===== src/rtl/swap_pkg.sv =====
// Shared encodings for the swap controller and its register-file stage.
package swap_pkg;
   localparam logic [1:0] SEL_IDLE    = 2'd0;
   localparam logic [1:0] SEL_SAVE    = 2'd1;
   localparam logic [1:0] SEL_MOVE    = 2'd2;
   localparam logic [1:0] SEL_RESTORE = 2'd3;

   typedef enum logic [1:0] {
      EXP1 = 2'd0,
      EXP2 = 2'd1,
      EXP3 = 2'd2
   } trk_e;
endpackage


===== src/rtl/swap_seq_checker.sv =====
// Tracks the save/move/restore step order and flags protocol errors.
module swap_seq_checker
   import swap_pkg::*;
(
   input  logic       clk,
   input  logic       reset,
   input  logic       w,
   input  logic [1:0] sel,
   input  logic       err_clr,
   output logic       seq_err,
   output logic       step_ok_done
);

   trk_e r_state;
   trk_e w_nxt;
   logic w_err;
   logic w_done;
   logic r_err;

   always_comb begin
      w_nxt  = r_state;
      w_err  = 1'b0;
      w_done = 1'b0;
      unique case (r_state)
         EXP1: begin
            if (w) begin
               if (sel == SEL_SAVE) w_nxt = EXP2;
               else                 w_err = 1'b1;
            end
         end
         EXP2: begin
            if (w && sel == SEL_MOVE) begin
               w_nxt = EXP3;
            end else if (w && sel == SEL_SAVE) begin
               w_err = 1'b1;
               w_nxt = EXP2;
            end else begin
               w_err = 1'b1;
               w_nxt = EXP1;
            end
         end
         EXP3: begin
            if (w && sel == SEL_RESTORE) begin
               w_nxt  = EXP1;
               w_done = 1'b1;
            end else if (w && sel == SEL_SAVE) begin
               w_err = 1'b1;
               w_nxt = EXP2;
            end else begin
               w_err = 1'b1;
               w_nxt = EXP1;
            end
         end
         default: w_nxt = EXP1;
      endcase
   end

   // A new error takes precedence over a simultaneous clear
   always_ff @(posedge clk or negedge reset) begin
      if (!reset) begin
         r_state <= EXP1;
         r_err   <= 1'b0;
      end else begin
         r_state <= w_nxt;
         if (w_err)        r_err <= 1'b1;
         else if (err_clr) r_err <= 1'b0;
      end
   end

   assign seq_err      = r_err;
   assign step_ok_done = w_done;

endmodule


===== src/rtl/swap_regfile.sv =====
// A/B/T register file driven by the swap controller's write steps.
module swap_regfile
   import swap_pkg::*;
#(
   parameter int DATA_W = 8,
   parameter int CNT_W  = 4
) (
   input  logic              clk,
   input  logic              reset,
   input  logic              w,
   input  logic [1:0]        sel,
   input  logic              load_en,
   input  logic              load_sel,
   input  logic [DATA_W-1:0] load_data,
   input  logic              err_clr,
   output logic [DATA_W-1:0] a_out,
   output logic [DATA_W-1:0] b_out,
   output logic              swap_done,
   output logic [CNT_W-1:0]  swap_cnt,
   output logic              seq_err
);

   logic [DATA_W-1:0] r_a;
   logic [DATA_W-1:0] r_b;
   logic [DATA_W-1:0] r_t;
   logic              r_done;
   logic [CNT_W-1:0]  r_cnt;
   logic              w_ok;

   swap_seq_checker u_chk (
      .clk          (clk),
      .reset        (reset),
      .w            (w),
      .sel          (sel),
      .err_clr      (err_clr),
      .seq_err      (seq_err),
      .step_ok_done (w_ok)
   );

   // Controller steps win over loads; out-of-order steps still write
   always_ff @(posedge clk or negedge reset) begin
      if (!reset) begin
         r_a <= '0;
         r_b <= '0;
         r_t <= '0;
      end else if (w) begin
         unique case (sel)
            SEL_SAVE:    r_t <= r_a;
            SEL_MOVE:    r_a <= r_b;
            SEL_RESTORE: r_b <= r_t;
            default:     ;
         endcase
      end else if (load_en) begin
         if (load_sel) r_b <= load_data;
         else          r_a <= load_data;
      end
   end

   always_ff @(posedge clk or negedge reset) begin
      if (!reset) begin
         r_done <= 1'b0;
         r_cnt  <= '0;
      end else begin
         r_done <= w_ok;
         if (w_ok) r_cnt <= r_cnt + CNT_W'(1);
      end
   end

   assign a_out     = r_a;
   assign b_out     = r_b;
   assign swap_done = r_done;
   assign swap_cnt  = r_cnt;

endmodule


===== config.mk =====
export PLATFORM = sky130hd
export DESIGN_NAME = swap_regfile
export DESIGN_NICKNAME = d
export VERILOG_FILES = /design/src/rtl/swap_pkg.sv /design/src/rtl/swap_seq_checker.sv /design/src/rtl/swap_regfile.sv
export SDC_FILE = /design/constraint.sdc
export NUM_CORES = 1
export LEC_CHECK = 0
export CELL_PAD_IN_SITES_DETAIL_PLACEMENT = 1
export CELL_PAD_IN_SITES_GLOBAL_PLACEMENT = 2
export CORE_AREA = 2 2 70 72
export DETAILED_ROUTE_END_ITERATION = 7
export DIE_AREA = 0 0 72 74
export PLACE_DENSITY_LB_ADDON = 0.1
export SLEW_MARGIN = 20
export SYNTH_ARGS = -nofsm -noshare
export SYNTH_HDL_FRONTEND = slang
export SYNTH_SLANG_ARGS = --single-unit

===== constraint.sdc =====
create_clock -name clk -period 3.36 [get_ports clk]
set_input_delay 0.672 -clock clk [delete_from_list [all_inputs] [get_ports clk]]
set_output_delay 0.672 -clock clk [all_outputs]
set_load 0.02 [all_outputs]

Yosys cells after proc, flatten, opt, wreduce, memory -nomap -nowiden
Cells that the tools add are included.
{"block": "totals", "register_bits": 32, "in_bits": 16, "output_inout_bits": 22, "wordCells": 52}
{"block": "classes", "addsub": 1, "n_eq_ne": 10, "n_mux": 23, "reduce_logical": 11}
{"cell": "2-to-1 mux 8 bit", "count": 8}
{"cell": "2-to-1 mux 1 bit", "count": 9}
{"cell": "2-to-1 mux 2 bit", "count": 4}
{"cell": "== test 2 bit (second input constant)", "count": 3}
{"cell": "inequality test 2 x 1 -> 1 bit (second input constant)", "count": 3}
{"cell": "one-hot mux 2 bit (3 select lines)", "count": 1}
{"cell": "AND reduction 3 bit", "count": 2}
{"cell": "nonzero test 2 bit", "count": 3}
{"cell": "adder 4 x 1 -> 4 bit (second input constant)", "count": 1}
{"cell": "== test 2 x 1 -> 1 bit (second input constant)", "count": 2}
{"cell": "inequality test 2 bit (second input constant)", "count": 2}
{"cell": "AND reduction 2 bit", "count": 2}
{"cell": "logical AND 1 bit", "count": 3}
{"cell": "one-hot mux 1 bit (3 select lines)", "count": 1}
{"cell": "logical NOT 2 bit", "count": 1}

Logic depth before layout (Yosys ltp)
{"block": "depth", "ltp_word": 5, "mapped_depth": 5, "ltp_nobuf": 3}

Cells and area by module
Synthesis repeated with hierarchy kept, for this count alone.
{"block": "unflattened", "cells_unflattened": 128, "hier_area_um2": 1600.3}
{"module": "swap_regfile", "instances": 1, "cells_per_inst": 111, "area_each_um2": 1441.4, "seq_area_each_um2": 725.7}
{"module": "swap_seq_checker", "instances": 1, "cells_per_inst": 17, "area_each_um2": 158.9, "seq_area_each_um2": 75.1}

Least setup slack after synthesis
OpenSTA, ideal clock, no wires.
{"block": "synth_timing", "path_type": "input port to flip-flop", "from": "input w", "to": "register r_b[0], in the netlist b_out[0]", "setup_time_ns": 0.125, "arrival_time_ns": 1.477, "t_required_ns": 3.235, "path_slack_ns": 1.758, "path_stages": 3, "n_path_buf": 1, "cell_sequence": "buf_2 o21ai_2 mux2_2"}
{"block": "synth_between", "elab_chain_len": 2, "word_cells_on_any_way": 5, "classes_between": "eq/ne: 1; mux: 1; reduce/logical: 3"}
{"item": "from (decl)", "line_no": "swap_regfile.sv:10", "text": "input logic w,"}
{"item": "inequality test 2 x 1 -> 1 bit (no source line) or nonzero test 2 bit (tied branches)"}
{"item": "AND reduction 3 bit (no source line)"}
{"item": "to (signal assigned)", "line_no": "swap_regfile.sv:50", "text": "SEL_RESTORE: r_b <= r_t;"}
{"item": "to (signal assigned)", "line_no": "swap_regfile.sv:54", "text": "if (load_sel) r_b <= load_data;"}
{"item": "to (decl)", "line_no": "swap_regfile.sv:24", "text": "logic [DATA_W-1:0] r_b;"}
Several ways; a longest one is shown, not always the timed one.
A chain may end at the register's enable or synchronous reset.

Final worst setup path
{"block": "layout_timing", "from": "input w", "to": "register r_b[5], in the netlist b_out[5]"}
Same word-level chain as after synthesis.

==> impl_metrics.toml <==
[status]
status = "complete, no violations"

[clock_tree]
clkLatencyLatePin_ps = 280
cts_setup_buffers = 0
cts_max_level = 2
clockBufferDepth = 2
root_buffer = "clkbuf_8"
numCtsBuffers = 5
tritoncts = "done"
numClockSinks = 32
path_clk_slew_ps = 60
cts_hold_buf = 0
cts_resized = 0

[worst_hold_path]
hp-class = "flop to flop"
hold_start = "swap_cnt[3]"

[timing]
rsz0062_at_grt = "false"
setup_violations = 0
hold_viol = 0
fin_skew_ps = 5.04
slew_headroom_pct = 62.5
drv_slew = 0
fin_tns_setup_ps = 0
holdWs_ps = 475
setup_ws_ps = 1250
min_period_ps = 2110
finalCritPeriodShare_pct = 62.8
fmax_mhz = 474
tightest_slew_ps = 562

[synthesis]
syn_avg_cell_area_um2 = 11.6
yosysTopAreaCell = "dfrtp_1"
syn_area_um2 = 1460
ys_seq_area_share_pct = 55.0
yosys.area.top_type_share_pct = 55.0
synth_warnings = 0
netlist_top_cells_area = "dfrtp_1, mux2_2, nand2_1, nand2b_1, xnor2_1"
netlist_instances = 125
ys_seq_elements = 32
synth_fp_nets = 142
yosys.cell_types.count = 21

[critical_path]
cp-startpoint = "w"
cp.arrival_ps = 2270
reg2reg_to = "swap_cnt[1]"
critPathCaptureType = "flop"
r2r_cells = 3
path_class = "primary input to flop"
cp-endpoint = "b_out[5]"
worstReg2RegStart = "u_chk.r_state[0]"
required_ps = 3520
ff2ff_setup_slack_ps = 2090
cp_max_fo = 30
cp-start-kind = "primary input"

[route]
via_count = 1048
post_drt_wl_per_cell_um = 14.9
viasPerCell = 4.70
drc = 0
wl_mm = 3.32
drtPass1Iterations = 6
first_iter_violations = 26
antenna_left = 0

[pwr]
p_per_area_nw_per_um2 = 631
power_leakage_uw = 0.000925
finalPower_uw = 1250
vdd_drop_max_mv = 0.244

[layout]
synthToLayoutAreaGrowth_pct = 36.3
fin_nets = 185
fillerInstances = 517
register_area_um2 = 801
n_antenna_cell = 0
drive_above_1_share_pct = 23.1
final_cell_area_um2 = 1980
multi_input_area_um2 = 632

[global_routing]
grt_overflow = 0
grt_pass1_vias = 1187
grt_use_total_pct = 14.6
grt_pass1_wl_mm = 5.72
grt_max_degree = 33
antenna_found_initial = 0

[die]
dieArea_um2 = 5330
die_w_um = 72
num_rows = 25
die_h_um = 74
ios = 38
coreArea_um2 = 4600
start_util_pct = 31.6

[run]
drv_cap = 0

[placement]
dp_worst_setup_slack_ps = 921
io_buffers = 37
dp_hpwl_mm = 2.35
placed_cell_area_um2 = 1890
gp_congestion = 0.693
[state kept, by name (all words and copies together), names as in the netlist]
register / cells
u_chk.r_state: 2
b_out: 8
u_chk.seq_err: 1
r_t: 8
swap_cnt: 4
a_out: 8
swap_done: 1
[worst max-delay path: stages]
cell and delay, ps:
clkdlybuf4s50_1 440, buf_4 250, o21ai_2 510, mux2_2 400
[cell families after synthesis]
family	Yosys count	synth area share [%]
XOR/XNOR	3	1.81
AO/OA/AOI/OAI	6	3.70
flip-flops	32	55.0
multiplexers	25	19.3
buffers and inverters	5	1.55
AND/OR/NAND/NOR	53	17.7
adder cells (fa/ha/maj)	1	0.860
[report_power, final]
group	internal, µW	switching [µW]	total [µW]
Sequential	488	68.3	556
Clock	167	133	300
Combinational	219	177	396
Total	873	378	1250
[synth_stat cells]
cell type,number
xnor2_1,3
nor2_1,1
o21ai_2,1
inv_1,2
a21oi_4,1
nand2_1,34
and3b_2,2
nand4_1,1
ha_1,1
dfrtp_1,32
and4b_2,1
nand3_1,3
nand2b_1,9
and3_1,1
a21oi_1,1
mux2_2,25
o21ai_0,1
buf_2,3
a32o_1,1
a211o_1,1
nand3b_2,1
[routing by layer]
| layer | track usage [%] | part of all wire [%] |
|---|---|---|
| met1 | 17.1 | 42 |
| met2 | 25.0 | 52 |
| met5 | 0 | 0 |
| met3 | 4.47 | 5.4 |
| met4 | 6.29 | 1.2 |
[through the flow]
step	std cells	util, %
after floorplan	125	-
after global placement	215	41.2
after detailed placement	215	41.2
after CTS	223	43.1
after global routing	223	43.1
final	223	43.1
[area by class of cell]
cell class	count	area share, %
Clock buffer	8	4.54
Tap cell	54	3.41
Multi-Input combinational cell	88	31.9
Inverter	2	0.379
Timing Repair Buffer	39	19.4
Sequential cell	32	40.4
[placed cells by master, fill, tap and decap left out]
master           instances
clkbuf_1                 2
nand2_1                 34
nand3_1                  3
a21oi_1                  1
a21oi_4                  1
and3_1                   1
clkbuf_8                 6
nand3b_2                 1
mux2_2                  25
and4b_2                  1
inv_1                    2
ha_1                     1
nand4_1                  1
nand2b_1                 9
and3b_2                  2
o21ai_0                  1
xnor2_1                  3
a32o_1                   1
buf_4                    2
dfrtp_1                 32
nor2_1                   1
a211o_1                  1
clkdlybuf4s50_1         37
o21ai_2                  1
[worst min-delay path by stage]
stage	endpoint	slack, ps	depth (start not counted)
6_report	swap_cnt[3]	480	1
5_1_grt	swap_cnt[3]	500	1
4_1_cts	swap_cnt[3]	480	1
3_5_place_dp	swap_cnt[3]	470	1
3_3_place_gp	swap_cnt[3]	460	1
2_1_floorplan	a_out[0]	380	0
No activity file was read; power rests on OpenSTA's default activity.
